### config.mk
export PLATFORM = sky130hd
export DESIGN_NAME = pc_fetch_unit
export DESIGN_NICKNAME = d
export VERILOG_FILES = /design/src/rtl/pc_fetch_unit_pkg.sv /design/src/rtl/pc_fetch_unit_perf_counter.sv /design/src/rtl/pc_fetch_unit.sv
export SDC_FILE = /design/constraint.sdc
export NUM_CORES = 1
export LEC_CHECK = 0
export ABC_AREA = 1
export CAP_MARGIN = 20
export CORE_MARGIN = 1.5
export CORE_UTILIZATION = 60
export DETAILED_ROUTE_END_ITERATION = 7
export DONT_BUFFER_PORTS = 1
export PLACE_DENSITY_LB_ADDON = 0.25
export SYNTH_ARGS = -nofsm -noshare
export SYNTH_HDL_FRONTEND = slang
export SYNTH_SLANG_ARGS = --single-unit
### constraint.sdc
create_clock -name clk -period 4.4 [get_ports clk]
set_clock_uncertainty 0.2 [all_clocks]
set_input_delay 0.44 -clock clk [delete_from_list [all_inputs] [get_ports clk]]
set_output_delay 0.44 -clock clk [all_outputs]
set_load 0.01 [all_outputs]
### src/rtl/pc_fetch_unit_pkg.sv
`default_nettype none
// ============================================================================
// pc_fetch_unit_pkg : shared constants, state and trap-cause codes for fetch
// Revision: 1.0
// ============================================================================
package pc_fetch_unit_pkg;

    localparam int          XLEN_DEF         = 32;
    localparam int          CNT_WIDTH_DEF    = 64;
    localparam logic [31:0] RESET_VECTOR_DEF = 32'h0000_0000;
    localparam logic [31:0] TRAP_VECTOR_DEF  = 32'h0000_0100;

    typedef enum logic [1:0] {
        ST_BOOT = 2'd0,
        ST_RUN  = 2'd1,
        ST_TRAP = 2'd2,
        ST_HALT = 2'd3
    } fetch_state_e;

    localparam logic [3:0] CAUSE_INSTR_MISALIGNED = 4'd0;

    // Instructions are word-aligned; any nonzero low bit pair faults.
    function automatic logic is_misaligned(input logic [1:0] addr_lsb);
        return addr_lsb != 2'b00;
    endfunction

endpackage
`default_nettype wire

### src/rtl/pc_fetch_unit_perf_counter.sv
`default_nettype none
// ============================================================================
// perf_counter : free-running wrap-around event counter with async reset
// Revision: 1.0
// ============================================================================
module perf_counter #(
    parameter int CNT_WIDTH = 64
) (
    input  logic                 clk,
    input  logic                 rst_n,
    input  logic                 inc,
    output logic [CNT_WIDTH-1:0] count
);

    logic [CNT_WIDTH-1:0] count_q;

    always_ff @(posedge clk or negedge rst_n) begin
        if (!rst_n) begin
            count_q <= '0;
        end else if (inc) begin
            count_q <= count_q + CNT_WIDTH'(1);
        end
    end

    assign count = count_q;

endmodule
`default_nettype wire

### src/rtl/pc_fetch_unit.sv
`default_nettype none
// ============================================================================
// pc_fetch_unit : PC register, next-PC selection, misaligned-target trap,
//                 ebreak halt/resume and cycle/instret counters
// Revision: 1.0
// ============================================================================
module pc_fetch_unit
    import pc_fetch_unit_pkg::*;
#(
    parameter int               XLEN         = XLEN_DEF,
    parameter logic [XLEN-1:0]  RESET_VECTOR = RESET_VECTOR_DEF,
    parameter logic [XLEN-1:0]  TRAP_VECTOR  = TRAP_VECTOR_DEF,
    parameter int               CNT_WIDTH    = CNT_WIDTH_DEF
) (
    input  logic                 clk,
    input  logic                 rst_n,
    input  logic                 stall,
    input  logic                 branchTaken,
    input  logic [XLEN-1:0]      branchTarget,
    input  logic                 jump,
    input  logic [XLEN-1:0]      jumpTarget,
    input  logic                 haltReq,
    input  logic                 resume,
    output logic [XLEN-1:0]      pc,
    output logic [XLEN-1:0]      pcPlus4,
    output logic                 fetchValid,
    output logic                 trapValid,
    output logic [3:0]           trapCause,
    output logic [XLEN-1:0]      epc,
    output logic                 halted,
    output logic [CNT_WIDTH-1:0] cycleCount,
    output logic [CNT_WIDTH-1:0] instretCount
);

    localparam logic [XLEN-1:0] PC_STEP = XLEN'(4);

    fetch_state_e    state_q, state_d;
    logic [XLEN-1:0] pc_q, pc_d;
    logic [XLEN-1:0] epc_q, epc_d;
    logic [3:0]      cause_q, cause_d;
    logic [XLEN-1:0] pc_plus4;
    logic [XLEN-1:0] redirect_tgt;
    logic            redirect;
    logic            retire;

    always_ff @(posedge clk or negedge rst_n) begin
        if (!rst_n) begin
            state_q <= ST_BOOT;
            pc_q    <= RESET_VECTOR;
            epc_q   <= '0;
            cause_q <= '0;
        end else begin
            state_q <= state_d;
            pc_q    <= pc_d;
            epc_q   <= epc_d;
            cause_q <= cause_d;
        end
    end

    always_comb begin
        state_d      = state_q;
        pc_d         = pc_q;
        epc_d        = epc_q;
        cause_d      = cause_q;
        retire       = 1'b0;
        pc_plus4     = pc_q + PC_STEP;
        redirect     = jump | branchTaken;
        // Jump wins over branch; jalr-style targets drop bit 0 before the check.
        redirect_tgt = jump ? {jumpTarget[XLEN-1:1], 1'b0} : branchTarget;

        case (state_q)
            ST_BOOT: begin
                state_d = ST_RUN;
            end
            ST_RUN: begin
                if (!stall) begin
                    if (haltReq) begin
                        state_d = ST_HALT;
                        retire  = 1'b1;
                    end else if (redirect) begin
                        if (is_misaligned(redirect_tgt[1:0])) begin
                            state_d = ST_TRAP;
                            epc_d   = pc_q;
                            pc_d    = TRAP_VECTOR;
                            cause_d = CAUSE_INSTR_MISALIGNED;
                        end else begin
                            pc_d   = redirect_tgt;
                            retire = 1'b1;
                        end
                    end else begin
                        pc_d   = pc_plus4;
                        retire = 1'b1;
                    end
                end
            end
            ST_TRAP: begin
                state_d = ST_RUN;
            end
            ST_HALT: begin
                // Resume steps over the ebreak that caused the halt.
                if (resume) begin
                    state_d = ST_RUN;
                    pc_d    = pc_plus4;
                end
            end
            default: begin
                state_d = ST_BOOT;
            end
        endcase
    end

    perf_counter #(.CNT_WIDTH(CNT_WIDTH)) u_cycle_cnt (
        .clk   (clk),
        .rst_n (rst_n),
        .inc   (1'b1),
        .count (cycleCount)
    );

    perf_counter #(.CNT_WIDTH(CNT_WIDTH)) u_instret_cnt (
        .clk   (clk),
        .rst_n (rst_n),
        .inc   (retire),
        .count (instretCount)
    );

    assign pc         = pc_q;
    assign pcPlus4    = pc_plus4;
    assign fetchValid = (state_q == ST_RUN);
    assign trapValid  = (state_q == ST_TRAP);
    assign halted     = (state_q == ST_HALT);
    assign trapCause  = cause_q;
    assign epc        = epc_q;

endmodule
`default_nettype wire

# Yosys cells after proc, flatten, opt, wreduce, memory -nomap -nowiden
# Cells that the tools add are included.
# W data, S select, Z words.
dict set report op_classes {
  n_addsub 3
  eq_ne 8
  muxes 18
  bitwise 3
  n_reduce_logical 7
}
# cell n
set op_table {}
lappend op_table {{$mux W32} 6}
lappend op_table {{$add A64 B1 Y64 const B} 2}
lappend op_table {{$pmux W32 S2} 1}
lappend op_table {{$add A32 B3 Y32 const B} 1}
lappend op_table {{$mux W2} 5}
lappend op_table {{$reduce_and A4 Y1} 2}
lappend op_table {{$ne A2 B2 Y1 const B} 3}
lappend op_table {{$ne A3 B2 Y1 const B} 2}
lappend op_table {{$pmux W2 S3} 1}
lappend op_table {{$mux W1} 5}
lappend op_table {{$reduce_and A5 Y1} 1}
lappend op_table {{$eq A2 B2 Y1 const B} 2}
lappend op_table {{$reduce_bool A2 Y1} 2}
lappend op_table {{$eq A2 B1 Y1 const B} 1}
lappend op_table {{$logic_not A2 Y1} 1}
lappend op_table {{$not A1 Y1} 2}
lappend op_table {{$reduce_or A2 Y1} 1}
lappend op_table {{$or A1 B1 Y1} 1}
dict set report word_totals {
  register_bits 194
  inputBits 71
  out_inout_bits 231
  elab_cells 44
}

# Logic depth before layout (Yosys ltp)
# Gate-level depths: netlist (run 1).
dict set report depth {
  ltp_word 7
  mapped_depth 13
}

# Modules after synthesis
# From an unflattened synthesis (run 1), not the netlist that was laid out.
dict set report unflattened {
  hier_cells 1641
  hier_area_um2 11954.0
}
# mod n_inst cells_per_inst area_each_um2 seq_area_each_um2
set modules_own_cells {}
lappend modules_own_cells {perf_counter 2 500 3769.9 1601.5}
lappend modules_own_cells {pc_fetch_unit 1 641 4414.2 1651.6}

# Least setup slack after synthesis (run 1)
# No wires, ideal clock.
dict set report synth_path {
  path_type {register to output}
  startpoint {reg pc_q[3] (netlist: pc[3])}
  endpoint {out pcPlus4[28]}
  t_arrival_ns 1.468
  required_ns 3.760
  slack_ns 2.292
  path_stages_with_launch 9
  n_path_buf 0
  cell_sequence {dfrtp_1 ha_1 nand3_2 nor2_2 nand2_1 nor2_2 nand2_1 nand2_1 nand2_1}
}
dict set report synth_via {
  elab_chain_len 1
}
# item line
set synth_rtl {}
lappend synth_rtl {{from (decl)} pc_fetch_unit.sv:38} ;# logic [XLEN-1:0] pc_q, pc_d;
lappend synth_rtl {{from (signal assigned)} pc_fetch_unit.sv:54} ;# pc_q <= pc_d;
lappend synth_rtl {{$add A32 B3 Y32} pc_fetch_unit.sv:66} ;# pc_plus4 = pc_q + PC_STEP;
lappend synth_rtl {{to (decl)} pc_fetch_unit.sv:25} ;# output logic [XLEN-1:0] pcPlus4,
# No other way between the ends.

# Worst setup path in the final report (run 1)
dict set report layout_path {
  startpoint {reg pc_q[4] (netlist: pc[4])}
  endpoint {out pcPlus4[19]}
}
# The elaborated chain is that of the path after synthesis.

==> flow_metrics.tcl, run 1 <==
set metrics [dict create \
    antenna_found_initial 0 \
    cpPeakStageDelay_ns 0.58 \
    async_flop_share_pct 100 \
    hold_violations 194 \
    n_antenna_cell 0 \
    critPathMaxFanout 8 \
    synth_cells 1635 \
    synth_compound_area_share_pct 5.33 \
    synthMuxAreaShare_pct 0.827 \
    clk_pin_slew_ns 0.07 \
    final_antenna_net_count 0 \
    vias 10800 \
    finalSetupTns_ns 0 \
    drc 0 \
    yosysWarnings 0 \
    synthXorXnorAreaFrac_pct 7.66 \
    arrival_ns 2.40 \
    whs_ns -0.508 \
    synth-edff-count 0 \
    insertion_delay_ns 0.44 \
    clkSinkCount 194 \
    power.density_mw_per_mm2 459 \
    drive_above_1_share_pct 5.19 \
    cts_buffers 17 \
    relSlewSlack_pct 50.5 \
    gp_congestion 0.953 \
    wl_um 34700 \
    cp_slowest_cell "dfrtp_1" \
    grt_max_degree 195 \
    slew_viol_final 0 \
    die_w_um 142 \
    io_pins 302 \
    hold_class "input port to async pin" \
    via_per_inst 5.68 \
    worstSetupPathType "flop to primary output" \
    synth_fa_ha_area_share_pct 0.322 \
    finalCriticalPeriod_ns 3.04 \
    synth-simple-area-share_pct 37.2 \
    die_h_um 142 \
    grt_pass1_wl_um 54600 \
    grt_pass1_vias 10400 \
    p_sw_mw 2.32 \
    critPathLaunchType "flop" \
    fin_nets 1698 \
    power.share.switching_pct 40.6 \
    cts_hold_buf 1 \
    max_cap_viol_count 0 \
    cellLeakagePower_nw 5.57 \
    failed_checks "negative hold slack" \
    combPwrFrac_pct 23.9 \
    cts_tree "built" \
    seq_area_frac_synth_pct 41.6 \
    dr.pass1.iters 8 \
    rsz0062_at_grt "false" \
    cp_cell_sequence "nand3_2 -> nor2_1 -> nand2_1 -> nor2_1 -> nand2_1 -> and2_1" \
    p_seq_share_pct 47.2 \
    fp.coreArea_mm2 0.0189 \
    fin_crit_sh_pct 69.1 \
    synth_top_family_by_area "simple AND/OR/NAND/NOR gates" \
    avgSynthCellArea_um2 7.13 \
    worst_pin_slew_ns 0.741 \
    synth_ff_type "dfrtp_1" \
    gr-total-overflow 0 \
    ys_ff_latch 194 \
    worst_setup_path_end_kind "primary output" \
    synth_cell_type_count 44 \
    max_freq_mhz 329 \
    port_buffers 0 \
    rows 50 \
    status "complete, but fails checks" \
    finalSetupViolCount 0 \
    root_buffer "clkbuf_16" \
    intPower_mw 3.39 \
    track_usage_pct 34.9 \
    synthesis.area_mm2 0.0117 \
    hpwl_um 26800 \
    htree_levels 4 \
    ir_worst_vdd_mv 0.454 \
    start_util_pct 61.7 \
    dr.first_iter.drc_count 924 \
    area.growth.synth_to_final_pct 6.77 \
    clockPowerShare_pct 29.0 \
    die_area_mm2 0.0203 \
    cp.required_ns 3.76 \
    cts.path.max_buffers 2 \
    wl_per_cell_um 18.3 \
]
[per-stage QoR]
step	std cells	total power, mW	worst slack (ns)	cell area (um^2)	utilization [%]
global route	1897	5.99	1.22	12400	65.9
global placement	1864	4.01	1.87	11800	62.6
CTS	1897	5.69	1.41	12400	65.9
finish	1897	5.71	1.36	12400	65.9
floorplan	1638	3.63	2.29	11700	-
detailed placement	1864	4.06	1.82	11800	62.6
[power by group through the flow]
stage	clock network (mW)	logic (mW)	registers, mW
finish	1.65	1.36	2.69
global route	1.73	1.53	2.73
CTS	1.66	1.35	2.68
detailed placement	0	1.35	2.71
global placement	0	1.31	2.71
floorplan	0	1.10	2.53
[worst max-delay path, delay by kind of cell (launching register included)]
family / cells / cell delay (ns)
AND/OR/NAND/NOR: 6 / 1.38
flip-flops: 1 / 0.58
[synthesized netlist by cell type (all sizes together), types with 6 or more instances]
library cell / instances / area (um^2)
nand4: 41 / 257
xor2: 65 / 569
xnor2: 37 / 324
and2: 7 / 43.8
buf: 21 / 144
dfrtp: 194 / 4850
nor3: 41 / 226
a22oi: 6 / 45.0
a21oi: 31 / 166
nor2: 282 / 1150
o21ai: 68 / 344
clkbuf: 15 / 56.3
inv: 161 / 607
nand2: 533 / 2020
nand3b: 11 / 82.6
nand3: 91 / 493
[cells by family after synthesis]
kind of cell	count (synthesis)
AND/OR/NAND/NOR	1013
buffers and inverters	199
other	1
multiplexers	9
AO/OA/AOI/OAI	114
flip-flops	194
adder cells (fa/ha/maj)	3
XOR/XNOR	102
[layer usage]
layer  up-vias  global-route usage (%)  part of all wire (%)
met4         0                    13.8                   3.7
met1      5083                    44.3                    41
met2       474                    55.8                    46
met3        88                    10.9                   9.7
li1       5136                       -                     -
met5         -                       0                     0
[worst paths after layout]
| path | slack [ns] | start | end | cells after the start |
|---|---|---|---|---|
| worst max-delay path | 1.36 | pc[4]$_DFFE_PN0P_ | pcPlus4[19] | 6 |
| worst min-delay path | -0.51 | rst_n | epc[0]$_DFFE_PN0P_ | 0 |
| min in group clk | 0.01 | stall | state_q[1]$_DFFE_PN0P_ | 3 |
| max in group asynchronous | 4.14 | rst_n | u_cycle_cnt.count[52]$_DFF_PN0_ | 0 |
| worst min register to register | 0.36 | epc[27]$_DFFE_PN0P_ | epc[27]$_DFFE_PN0P_ | 2 |
| worst max register to register | 1.80 | state_q[0]$_DFFE_PN0P_ | pc[20]$_DFFE_PN0P_ | 8 |
[state kept, by name, summed over array words and instances (netlist names)]
signal and cells:
epc 32, pc 32, u_cycle_cnt.count 64, state_q 2
u_instret_cnt.count 64
[what timing repair did]
action,in CTS,in global routing
setup buffers,0,0
endpoints found under the setup margin,0,0
resized for setup,0,0
hold endpoints to repair,195,194
[cell usage in the layout (no fill, tap or decap), drive strengths merged]
master / instances
nand2: 533
nor2: 282
dfrtp: 194
inv: 169
nand3: 91
o21ai: 68
xor2: 65
nand4: 41
nor3: 41
xnor2: 37
a21oi: 31
clkbuf: 19
nand3b: 11
and2: 7
a22oi: 6
mux2: 5
mux2i: 4
o211ai: 4
conb: 4
nor3b: 4
clkinv: 4
o31ai: 3
ha: 3
or2: 2
bufinv: 2
buf: 2
nor4: 1
a21boi: 1
o22ai: 1
clkinvlp: 1
dlygate4sd3: 1
[area by class of cell]
cell class	count	area (um^2)
clock buffers	19	453
clock inverters	13	163
fillers	1709	6450
inverters	163	614
multi-input cells	1245	6010
flip-flops and latches	194	4850
well taps	260	325
repair buffers	3	25.0
(Power assumes the default switching activity.)
==> run 2: changes to the inputs <==
--- a/config.mk
+++ b/config.mk
@@ -8,7 +8,7 @@
 export ABC_AREA = 1
 export CAP_MARGIN = 20
 export CORE_MARGIN = 1.5
-export CORE_UTILIZATION = 60
+export CORE_UTILIZATION = 58
 export DETAILED_ROUTE_END_ITERATION = 7
 export DONT_BUFFER_PORTS = 1
 export PLACE_DENSITY_LB_ADDON = 0.25
==> constraint.sdc (replaced) <==
create_clock -name clk -period 2.5 [get_ports clk]
set_clock_uncertainty 0.2 [all_clocks]
set_input_delay 0.25 -clock clk [delete_from_list [all_inputs] [get_ports clk]]
set_output_delay 0.25 -clock clk [all_outputs]
set_load 0.01 [all_outputs]
==> run 2 against run 1 <==
Net effect:
- the run still ends with negative hold slack left
- clock power is 62% higher
- worst hold slack worse by 0.20 ns
- sequential share of layout area is 1.4 points lower
- power is 77% higher
- count of clock-buffer cells in the layout is 1 lower
- global-route usage is 0.87 points higher
- die area is 3.4% higher
- non-clock buffer count is 48 higher
- largest cell class unchanged
- highest routed layer unchanged
==> flow_metrics.tcl, run 2 (same netlist as run 1, synthesis figures left out) <==
set metrics [dict create \
    grt_pass1_vias 10700 \
    max_cap_viol_count 0 \
    finalSetupViolCount 0 \
    worstSetupPathType "flop to primary output" \
    io_pins 302 \
    grt_max_degree 195 \
    clk_pin_slew_ns 0.08 \
    worst_pin_slew_ns 0.781 \
    final_common_cell "nand2_1" \
    rsz0062_at_grt "true" \
    hold_class "input port to async pin" \
    cts_tree "built" \
    gp_congestion 0.990 \
    via_per_inst 5.74 \
    fp.coreArea_mm2 0.0196 \
    antenna_found_initial 0 \
    critPathBufInv 0 \
    area.growth.synth_to_final_pct 10.8 \
    power_mw 10.1 \
    hold_violations 194 \
    postPlaceCellArea_mm2 0.0120 \
    rows 51 \
    cp.depth 5 \
    wl_um 37000 \
    insertion_delay_ns 0.44 \
    cts_buffers 17 \
    drive_above_1_share_pct 7.30 \
    clkSinkCount 194 \
    fin_crit_sh_pct 97.6 \
    port_buffers 0 \
    max_freq_mhz 410 \
    n_antenna_cell 0 \
    die_h_um 145 \
    root_buffer "clkbuf_16" \
    slew_viol_final 0 \
    worst_setup_path_end_kind "primary output" \
    fin_area_mm2 0.0129 \
    htree_levels 4 \
    start_util_pct 59.5 \
    status "complete, but fails checks" \
    die_w_um 145 \
    dr.pass1.iters 5 \
    finalCriticalPeriod_ns 2.44 \
    cts_hold_buf 27 \
    cpPeakStageDelay_ns 0.50 \
    cts.path.max_buffers 2 \
    track_usage_pct 35.8 \
    critPathMaxFanout 8 \
    most-common-layout-cells "529 x nand2_1, 255 x nor2_1, 188 x dfrtp_1" \
    fin_nets 1746 \
    grt_pass1_wl_um 57000 \
    cp_cell_sequence "nand3_2 -> nor2_1 -> nand2_1 -> o21ai_0 -> and2_1" \
    final_antenna_net_count 0 \
    whs_ns -0.704 \
    cpLargestDelayFamily "simple AND/OR/NAND/NOR gates" \
    utilization_pct 65.9 \
    die_area_mm2 0.0210 \
    vias 11200 \
    fin_cells 1949 \
    gr-total-overflow 0 \
    relSlewSlack_pct 47.7 \
    failed_checks "negative hold slack" \
    drc 0 \
    hpwl_um 28300 \
    cellLeakagePower_nw 5.76 \
    wl_per_cell_um 19.0 \
    arrival_ns 1.99 \
    ir_worst_vdd_mv 0.526 \
    dr.first_iter.drc_count 888 \
    cp.required_ns 2.05 \
    critPathLaunchType "flop" \
    power.density_mw_per_mm2 785 \
    dp.cells 1889 \
    cp_slowest_cell "dfrtp_2" \
    reg2regPathDepth 7 \
]
==> run 2: power breakdown <==
| part | switching, mW | internal, mW |
|---|---|---|
| combinational | 1.90 | 0.892 |
| clock | 1.34 | 1.33 |
| sequential | 0.984 | 3.69 |
| total | 4.22 | 5.92 |
==> run 2: metrics by stage <==
step	hold WS (ns)	TNS, ns	worst slack [ns]
3_3_place_gp	-0.241	0	0.300
5_1_grt	-0.721	-0.0352	-0.0208
6_report	-0.704	0	0.0595
2_1_floorplan	-0.246	0	0.582
4_1_cts	-0.711	0	0.00846
3_5_place_dp	-0.241	0	0.246
==> run 2: area by class of cell <==
| class | instances | area [um^2] |
|---|---|---|
| fill | 1770 | 6680 |
| multi-input combinational | 1245 | 6070 |
| sequential | 194 | 4860 |
| inverter | 163 | 614 |
| timing repair buffer | 51 | 475 |
| clock buffer | 18 | 439 |
| tap | 265 | 332 |
| clock inverter | 13 | 121 |
==> run 2: metal layers <==
metal / track usage (%) / part of all wire [%] / vias up
li1: - / - / 5238
met1: 44.4 / 40 / 5307
met2: 57.5 / 47 / 543
met3: 11.6 / 10 / 98
met4: 14.9 / 3.6 / 0
met5: 0 / 0 / -
==> run 2: timing repair <==
item / CTS / global route
setup buffers: 0 / 2
hold endpoints to repair: 212 / 194
gates resized for setup: 3 / 16
endpoints found under the setup margin: 7 / 16
pin swaps: 0 / 1
==> run 2: path summary, 6_finish.rpt <==
| kind | start | end | slack (ns) |
|---|---|---|---|
| setup reg to reg | state_q[0]$_DFFE_PN0P_ | pc[18]$_DFFE_PN0P_ | 0.14 |
| hold reg to reg | u_cycle_cnt.count[0]$_DFF_PN0_ | u_cycle_cnt.count[1]$_DFF_PN0_ | 0.31 |
| hold / removal | rst_n | epc[0]$_DFFE_PN0P_ | -0.70 |
| setup / recovery | pc[4]$_DFFE_PN0P_ | pcPlus4[19] | 0.06 |
| min in group clk | branchTarget[30] | pc[30]$_DFFE_PN0P_ | 0.01 |
| max in group asynchronous | rst_n | pc[14]$_DFFE_PN0P_ | 2.50 |
==> run 3: changes to the inputs <==
--- a/config.mk
+++ b/config.mk
@@ -11,7 +11,8 @@
 export CORE_UTILIZATION = 58
 export DETAILED_ROUTE_END_ITERATION = 7
 export DONT_BUFFER_PORTS = 1
-export PLACE_DENSITY_LB_ADDON = 0.25
+export PLACE_DENSITY = 0.73
+export SETUP_SLACK_MARGIN = 0.05
 export SYNTH_ARGS = -nofsm -noshare
 export SYNTH_HDL_FRONTEND = slang
 export SYNTH_SLANG_ARGS = --single-unit
==> run 3 against run 2 <==
Net effect:
- the run still ends with negative hold slack left
- final cell count grew 0.10%
- combinational power hardly changed
- utilization rose by 0.47 points
- global-route usage down 0.48 points
==> flow_metrics.tcl, run 3 (same netlist as run 1, synthesis figures left out) <==
set metrics [dict create \
    hpwl_um 27800 \
    fp.coreArea_mm2 0.0196 \
    port_buffers 0 \
    start_util_pct 59.5 \
    fin_cells 1951 \
    power.share.switching_pct 40.0 \
    critPathMaxFanout 5 \
    clkSinkCount 194 \
    p_seq_share_pct 45.8 \
    wl_um 36400 \
    root_buffer "clkbuf_16" \
    rows 51 \
    utilization_pct 66.4 \
    drive_above_1_share_pct 7.89 \
    area.growth.synth_to_final_pct 11.6 \
    most-common-layout-cells "527 x nand2_1, 251 x nor2_1, 185 x dfrtp_1" \
    n_antenna_cell 0 \
    track_usage_pct 35.3 \
    cp.required_ns 2.05 \
    grt_pass1_wl_um 56300 \
    final_common_cell "nand2_1" \
    dr.first_iter.drc_count 925 \
    cts.path.max_buffers 2 \
    rsz0062_at_grt "true" \
    wl_per_cell_um 18.6 \
    antenna_found_initial 0 \
    place_ws_ns 0.220 \
    arrival_ns 1.93 \
    io_pins 302 \
    worstSetupPathType "flop to primary output" \
    via_per_inst 5.70 \
    worst_pin_slew_ns 0.690 \
    finalCriticalPeriod_ns 2.38 \
    grt_max_degree 195 \
    drc 0 \
    cellLeakagePower_nw 5.81 \
    relSlewSlack_pct 54.0 \
    gp_congestion 0.986 \
    htree_levels 4 \
    status "complete, but fails checks" \
    worst_slack_ns 0.123 \
    die_h_um 145 \
    intPower_mw 6.18 \
    die_area_mm2 0.0210 \
    dp.cells 1890 \
    fin_crit_sh_pct 95.1 \
    final_antenna_net_count 0 \
    critPathLaunchType "flop" \
    whs_ns -0.690 \
    hold_violations 194 \
    power.density_mw_per_mm2 791 \
    clockPowerShare_pct 27.2 \
    hold_class "input port to async pin" \
    vias 11100 \
    failed_checks "negative hold slack" \
    worst_setup_path_end_kind "primary output" \
    ir_worst_vdd_mv 0.723 \
    slew_viol_final 0 \
    clk_pin_slew_ns 0.07 \
    cts_tree "built" \
    cts_buffers 17 \
    cts_hold_buf 28 \
    max_freq_mhz 421 \
    grt_pass1_vias 10500 \
    gr-total-overflow 0 \
    p_sw_mw 4.11 \
    finalSetupViolCount 0 \
    max_cap_viol_count 0 \
    finalSetupTns_ns 0 \
    insertion_delay_ns 0.44 \
    die_w_um 145 \
    combPwrFrac_pct 27.0 \
    fin_nets 1747 \
    dr.pass1.iters 5 \
]
==> run 3: changes by cell type in the layout (fill, tap and decap cells not counted), sizes merged <==
cell          previous run  this run
clkbuf                  18        22
bufinv                   0         2
inv                    167       162
dlymetal6s4s             0         1
==> run 3: power groups by stage <==
stage,clock network (mW),logic [mW],registers [mW]
2_1_floorplan,0,1.93,4.46
3_3_place_gp,0,2.50,4.71
3_5_place_dp,0,2.57,4.72
4_1_cts,2.83,2.67,4.67
5_1_grt,2.96,3.11,4.79
6_report,2.80,2.78,4.72
==> run 3: what timing repair did <==
action,in CTS,in global routing
pin swaps,0,1
hold endpoints to repair,213,194
endpoints found under the setup margin,13,25
resized for setup,7,33
buffers inserted,0,1
==> run 3: worst paths after layout <==
| check | to | slack (ns) | startpoint | cells past startpoint |
|---|---|---|---|---|
| setup / recovery | pcPlus4[17] | 0.12 | pc[3]$_DFFE_PN0P_ | 6 |
| hold reg to reg | u_cycle_cnt.count[1]$_DFF_PN0_ | 0.31 | u_cycle_cnt.count[0]$_DFF_PN0_ | 1 |
| setup reg to reg | u_instret_cnt.count[38]$_DFFE_PN0P_ | 0.26 | u_instret_cnt.count[0]$_DFFE_PN0P_ | 9 |
| hold / removal | epc[0]$_DFFE_PN0P_ | -0.69 | rst_n | 0 |
| max in group asynchronous | u_cycle_cnt.count[34]$_DFF_PN0_ | 2.55 | rst_n | 0 |
| min in group clk | pc[6]$_DFFE_PN0P_ | 0.01 | branchTarget[6] | 4 |
==> run 3: per-layer routing <==
layer,global-route usage (%),routed length (um),up-vias
li1,-,-,5232
met1,44.1,14600,5217
met2,56.8,16700,561
met3,10.9,3680,105
met4,14.7,1410,0
met5,0,0,-
==> run 3: layout make-up <==
type	count	area, um^2
Timing Repair Buffer	52	467
Inverter	163	618
Fill cell	1700	6580
Multi-Input combinational cell	1245	6130
Tap cell	265	332
Sequential cell	194	4870
Clock inverter	10	123
Clock buffer	22	474
==> run 3: critical path, cell delays in order (launching register included) <==
cell and delay (ns):
dfrtp_1 0.39, buf_4 0.18, nand3_2 0.15, inv_1 0.15, nand2_1 0.14, nor2_4 0.21, xor2_2 0.27
==> run 3: stage by stage <==
| step | power, mW | instance area (um^2) |
|---|---|---|
| floorplan | 6.39 | 11700 |
| CTS | 10.2 | 12900 |
| global placement | 7.21 | 12000 |
| global route | 10.9 | 13000 |
| finish | 10.3 | 13000 |
| detailed placement | 7.29 | 12000 |
